$ cat src/rtl/nibble_mult_seq.sv
// nibble_mult_seq
//   Multi-cycle unsigned multiplier sequencer. It accepts an operand pair of
//   4*N bits, walks all N*N nibble pairs through an external combinational
//   4x4 multiplier and accumulates the shifted 8-bit partial products into an
//   8*N-bit result. The result is returned over a valid/ready handshake.
//
// Ports
//   clk           sole clock, rising edge
//   reset         asynchronous, active-high reset
//   io_in_valid   operand pair valid
//   io_in_ready   block can accept an operand pair (IDLE only)
//   io_in_a       multiplicand, 4*N bits, unsigned
//   io_in_b       multiplier, 4*N bits, unsigned
//   io_mul_lhs    nibble of a driven to the 4x4 multiplier
//   io_mul_rhs    nibble of b driven to the 4x4 multiplier
//   io_mul_prod   8-bit product returned combinationally by the 4x4 multiplier
//   io_out_valid  result valid (DONE state)
//   io_out_ready  downstream accepts result
//   io_out_data   registered product a*b, 8*N bits
module nibble_mult_seq #(
  parameter int N = 4
) (
  input  logic             clk,
  input  logic             reset,
  input  logic             io_in_valid,
  output logic             io_in_ready,
  input  logic [4*N-1:0]   io_in_a,
  input  logic [4*N-1:0]   io_in_b,
  output logic [3:0]       io_mul_lhs,
  output logic [3:0]       io_mul_rhs,
  input  logic [7:0]       io_mul_prod,
  output logic             io_out_valid,
  input  logic             io_out_ready,
  output logic [8*N-1:0]   io_out_data
);

  localparam int W  = 4 * N;
  localparam int RW = 8 * N;
  // Nibble indices fit in 3 bits for every legal N (1..8).
  localparam logic [2:0] LAST = 3'(N - 1);

  typedef enum logic [1:0] {
    IDLE,
    RUN,
    DONE
  } state_t;

  state_t        state;
  state_t        state_next;

  logic [W-1:0]  a_reg;
  logic [W-1:0]  b_reg;
  logic [RW-1:0] acc;
  logic [2:0]    i;
  logic [2:0]    j;

  logic          accept;
  logic          last_step;
  logic [3:0]    pos;
  logic [5:0]    shamt;
  logic [RW-1:0] term;

  // Partial product weight is 16^(i+j); the shift never exceeds the
  // accumulator width because i+j <= 2*(N-1).
  always_comb begin
    pos       = {1'b0, i} + {1'b0, j};
    shamt     = {pos, 2'b00};
    term      = RW'(io_mul_prod) << shamt;
    last_step = (i == LAST) && (j == LAST);
  end

  // State register
  always_ff @(posedge clk or posedge reset) begin
    if (reset) begin
      state <= IDLE;
    end else begin
      state <= state_next;
    end
  end

  // Next-state and handshake/multiplier outputs
  always_comb begin
    state_next   = state;
    io_in_ready  = 1'b0;
    io_out_valid = 1'b0;
    io_mul_lhs   = 4'h0;
    io_mul_rhs   = 4'h0;
    accept       = 1'b0;
    case (state)
      IDLE: begin
        // State already reads IDLE while reset is held, so gate ready
        // explicitly to keep it low until reset is released.
        io_in_ready = ~reset;
        accept      = io_in_valid & ~reset;
        if (accept) begin
          state_next = RUN;
        end
      end
      RUN: begin
        io_mul_lhs = 4'(a_reg >> {i, 2'b00});
        io_mul_rhs = 4'(b_reg >> {j, 2'b00});
        if (last_step) begin
          state_next = DONE;
        end
      end
      DONE: begin
        io_out_valid = 1'b1;
        if (io_out_ready) begin
          state_next = IDLE;
        end
      end
      default: begin
        state_next = IDLE;
      end
    endcase
  end

  // Operand capture, nibble counters and accumulator
  always_ff @(posedge clk or posedge reset) begin
    if (reset) begin
      a_reg <= '0;
      b_reg <= '0;
      acc   <= '0;
      i     <= '0;
      j     <= '0;
    end else if (accept) begin
      a_reg <= io_in_a;
      b_reg <= io_in_b;
      acc   <= '0;
      i     <= '0;
      j     <= '0;
    end else if (state == RUN) begin
      acc <= acc + term;
      if (last_step) begin
        i <= '0;
        j <= '0;
      end else if (j == LAST) begin
        j <= '0;
        i <= i + 3'd1;
      end else begin
        j <= j + 3'd1;
      end
    end
  end

  // Result stays on the accumulator register until the next accept clears it.
  assign io_out_data = acc;

endmodule

$ cat config.mk
export PLATFORM = sky130hd
export DESIGN_NAME = nibble_mult_seq
export DESIGN_NICKNAME = d
export VERILOG_FILES = /design/src/rtl/nibble_mult_seq.sv
export SDC_FILE = /design/constraint.sdc
export NUM_CORES = 1
export LEC_CHECK = 0
export CAP_MARGIN = 20
export CORE_MARGIN = 2
export CORE_UTILIZATION = 55
export CTS_CLUSTER_SIZE = 10
export DETAILED_ROUTE_END_ITERATION = 7
export DONT_BUFFER_PORTS = 1
export PLACE_DENSITY = 0.7
export SETUP_SLACK_MARGIN = 0.02
export SKIP_LAST_GASP = 1
export SYNTH_ARGS = -nofsm -noshare
export SYNTH_HDL_FRONTEND = slang
export SYNTH_SLANG_ARGS = --single-unit
$ cat constraint.sdc
create_clock -name clk -period 5.4 [get_ports clk]
set_input_delay 0.81 -clock clk [delete_from_list [all_inputs] [get_ports clk]]
set_output_delay 0.81 -clock clk [all_outputs]
set_load 0.005 [all_outputs]
==> flow_metrics.py <==
metrics = {
    "sta": {
        "rsz0062_at_grt": "false",
        "maxSlewHeadroom_pct": 45.3,
        "worst_pin_slew_ns": 0.820,
        "slew_viol_final": 0,
        "clock.fmax_mhz": 223,
        "clock_skew_ns": 0.00796,
        "report.final.setup_viol": 0,
        "period_needed_ns": 4.49,
        "hold_viol": 0,
        "finalCritPeriodShare_pct": 83.2,
        "finalSetupTns_ns": 0,
    },
    "cts": {
        "root_buffer": "clkbuf_8",
        "clk_pin_slew_ns": 0.08,
        "post_cts_resized": 0,
        "cts_setup_buffers": 0,
        "clk_latency_ns": 0.35,
        "htree_levels": 3,
        "cts.sinks": 72,
        "cts_hold_buf": 0,
        "cts_made_buffers": 9,
        "clockBufferDepth": 2,
        "tritoncts": "built",
    },
    "synthesis": {
        "synth_seq_cells": 72,
        "synth_top_area_share_pct": 36.5,
        "avgSynthCellArea_um2": 9.84,
        "synthTopCellsByCount": "dfrtp_1, nand3_1, ha_1, nor2_1, o21ai_0",
        "synthFlopType": "dfrtp_1",
        "synth_fp_nets": 583,
        "ys_types": 61,
        "yosys-top-cells-area": "dfrtp_1, ha_1, mux2_2",
        "synth_area_mm2": 0.00493,
        "synth_seq_area_share_pct": 36.5,
        "yosys_warnings": 0,
        "synth_top_cell_by_area": "dfrtp_1",
        "synth_edf_count": 0,
        "synthArstFlopShare_pct": 100,
        "syn_inst": 501,
        "yosysMostFrequentCell": "dfrtp_1",
    },
    "global_routing": {
        "antenna_found_initial": 0,
        "grt_max_degree": 72,
        "grt_overflow_total": 0,
        "grt_usage_pct": 24.0,
        "grt_pass1_wl_um": 18900,
        "grt_pass1_vias": 3785,
    },
    "job": {
        "cap_violations": 0,
    },
    "route": {
        "drt-met1-wl_um": 4870,
        "drt-pass1-iter-count": 4,
        "dr_wl_met3_um": 734,
        "dr.first_iter.drc_count": 223,
        "ant_nets": 0,
        "wl_met2_um": 5480,
        "via_count": 3798,
        "viasPerCell": 6.27,
        "routedWlPerCell_um": 18.6,
        "drc": 0,
        "routed_wl_um": 11200,
        "dr.max_layer_used": "met4",
    },
    "die": {
        "die-area_mm2": 0.00974,
        "die_height_um": 98.7,
        "num_rows": 34,
        "core_mm2": 0.00872,
        "start_util_pct": 56.6,
        "io_pins": 86,
        "die_w_um": 98.7,
    },
    "layout": {
        "drive_above_1_share_pct": 14.9,
        "diodes": 0,
        "final_core_util_pct": 59.7,
        "nets": 575,
        "design_area_mm2": 0.00521,
        "areaGrowthSynthToFinish_pct": 5.61,
        "largest_reg_flops": 32,
    },
    "setup_path": {
        "cp_cell_sequence": "ha_1 -> inv_1 -> fa_1 -> nor2b_1 -> and3_1 -> ha_1 -> inv_1 -> fa_1 -> and2b_1 -> o31a_2 -> o211ai_2 -> o21ai_2 -> o21ai_2 -> o21ai_2 -> nand3_1 -> a2111o_1 -> o211ai_1",
        "worst_path_most_repeated_cell": "o21ai_2",
        "cp_max_fo": 11,
        "critPathBufInv": 2,
        "crit_family": "adder cells",
        "cp_slowest_stage_delay_ns": 0.67,
        "startpoint_type": "flop",
        "worstSetupEndpointType": "flop",
        "worst_path_max_delay_cell": "fa_1",
        "critPathKind": "reg -> reg",
        "cp.arrival_ns": 4.76,
        "crit_required_ns": 5.67,
    },
    "place": {
        "numPortBuffers": 0,
        "gp_routability_congestion": 0.910,
        "place_area_mm2": 0.00501,
        "place_hpwl_um": 8480,
    },
    "pwr": {
        "vdd_drop_max_uv": 277,
        "cellPowerDensity_mw_per_mm2": 717,
        "p_leak_nw": 2.39,
    },
    "min_path": {
        "hp-class": "in -> async",
    },
    "run_status": {
        "status": "complete, no violations",
    },
}
-- cells in the final DEF, fill, tap and decap left out, types with 3 or more instances in the layout --
cell,netlist,layout
o21bai_1,3,3
a22oi_1,7,7
a21oi_1,23,23
nand4_1,5,5
o21ai_2,3,3
xnor2_1,14,14
mux2_2,32,32
buf_4,0,3
nor2b_1,5,5
inv_1,15,14
xor2_1,13,13
nand2b_1,6,5
mux2i_1,4,4
o31ai_1,3,3
nor3_1,6,6
a21o_1,17,17
nand3_1,42,42
o21ai_0,35,35
dfrtp_1,72,72
nor3b_1,9,9
nor2_1,35,35
mux4_2,8,8
ha_1,36,36
o21ai_1,6,6
o211ai_1,5,5
nand2_1,24,23
clkbuf_8,0,10
and3_1,6,6
o21a_1,3,3
-- cells by family (layout without fill, tap and decap cells) --
kind of cell             Yosys count  in the layout  synth area share [%]
adder cells (fa/ha/maj)           38             38                  9.94
AO/OA/AOI/OAI                    136            136                  19.2
AND/OR/NAND/NOR                  147            147                  14.9
buffers and inverters             37             34                  2.84
flip-flops                        72             72                  36.5
multiplexers                      44             44                  11.8
XOR/XNOR                          27             27                  4.79
-- report_power, final --
part	total (mW)	switching (mW)	internal [mW]
Clock	0.440	0.215	0.226
Sequential	1.04	0.231	0.810
Combinational	2.25	1.25	0.998
-- worst register-to-register path: stages (launching register included) --
cell	delay (ns)
dfrtp_1	0.56
ha_1	0.24
inv_1	0.06
fa_1	0.67
nor2b_1	0.31
and3_1	0.20
ha_1	0.19
inv_1	0.06
fa_1	0.39
and2b_1	0.24
o31a_2	0.18
o211ai_2	0.12
o21ai_2	0.28
o21ai_2	0.14
o21ai_2	0.18
nand3_1	0.12
a2111o_1	0.42
o211ai_1	0.08
-- final cells by class --
| class | instances | area [um^2] |
|---|---|---|
| Sequential cell | 72 | 1800 |
| Timing Repair Buffer | 3 | 22.5 |
| Clock inverter | 5 | 56.3 |
| Tap cell | 108 | 135 |
| Fill cell | 741 | 3510 |
| Inverter | 15 | 56.3 |
| Clock buffer | 11 | 141 |
| Multi-Input combinational cell | 392 | 3000 |
-- stage by stage --
stage                     cells  hold WS, ns  power (mW)  setup slack (ns)
after floorplan             501        0.474        2.83              1.67
after global placement      590        0.484        3.24              1.05
after detailed placement    590        0.489        3.30             0.908
after CTS                   606        0.365        3.75             0.901
after global routing        606        0.384        4.09             0.527
final                       606        0.361        3.73             0.907
-- worst paths after layout --
check	endpoint	slack (ns)	cells after the start	from
max	io_out_data[30]	0.91	17	j[0]
min	io_out_data[28]	0.36	1	reset
max reg2reg	io_out_data[30]	0.91	17	j[0]
min reg2reg	b_reg[13]	0.51	1	b_reg[13]
max in group asynchronous	io_out_data[1]	4.03	2	reset
min in group clk	b_reg[13]	0.51	1	b_reg[13]
-- per-layer routing --
metal,vias to the layer above,GRT usage [%]
li1,1849,-
met1,1830,31.8
met2,107,39.4
met3,12,5.96
met4,0,7.06
met5,-,0
No activity file was read; power rests on OpenSTA's default activity.
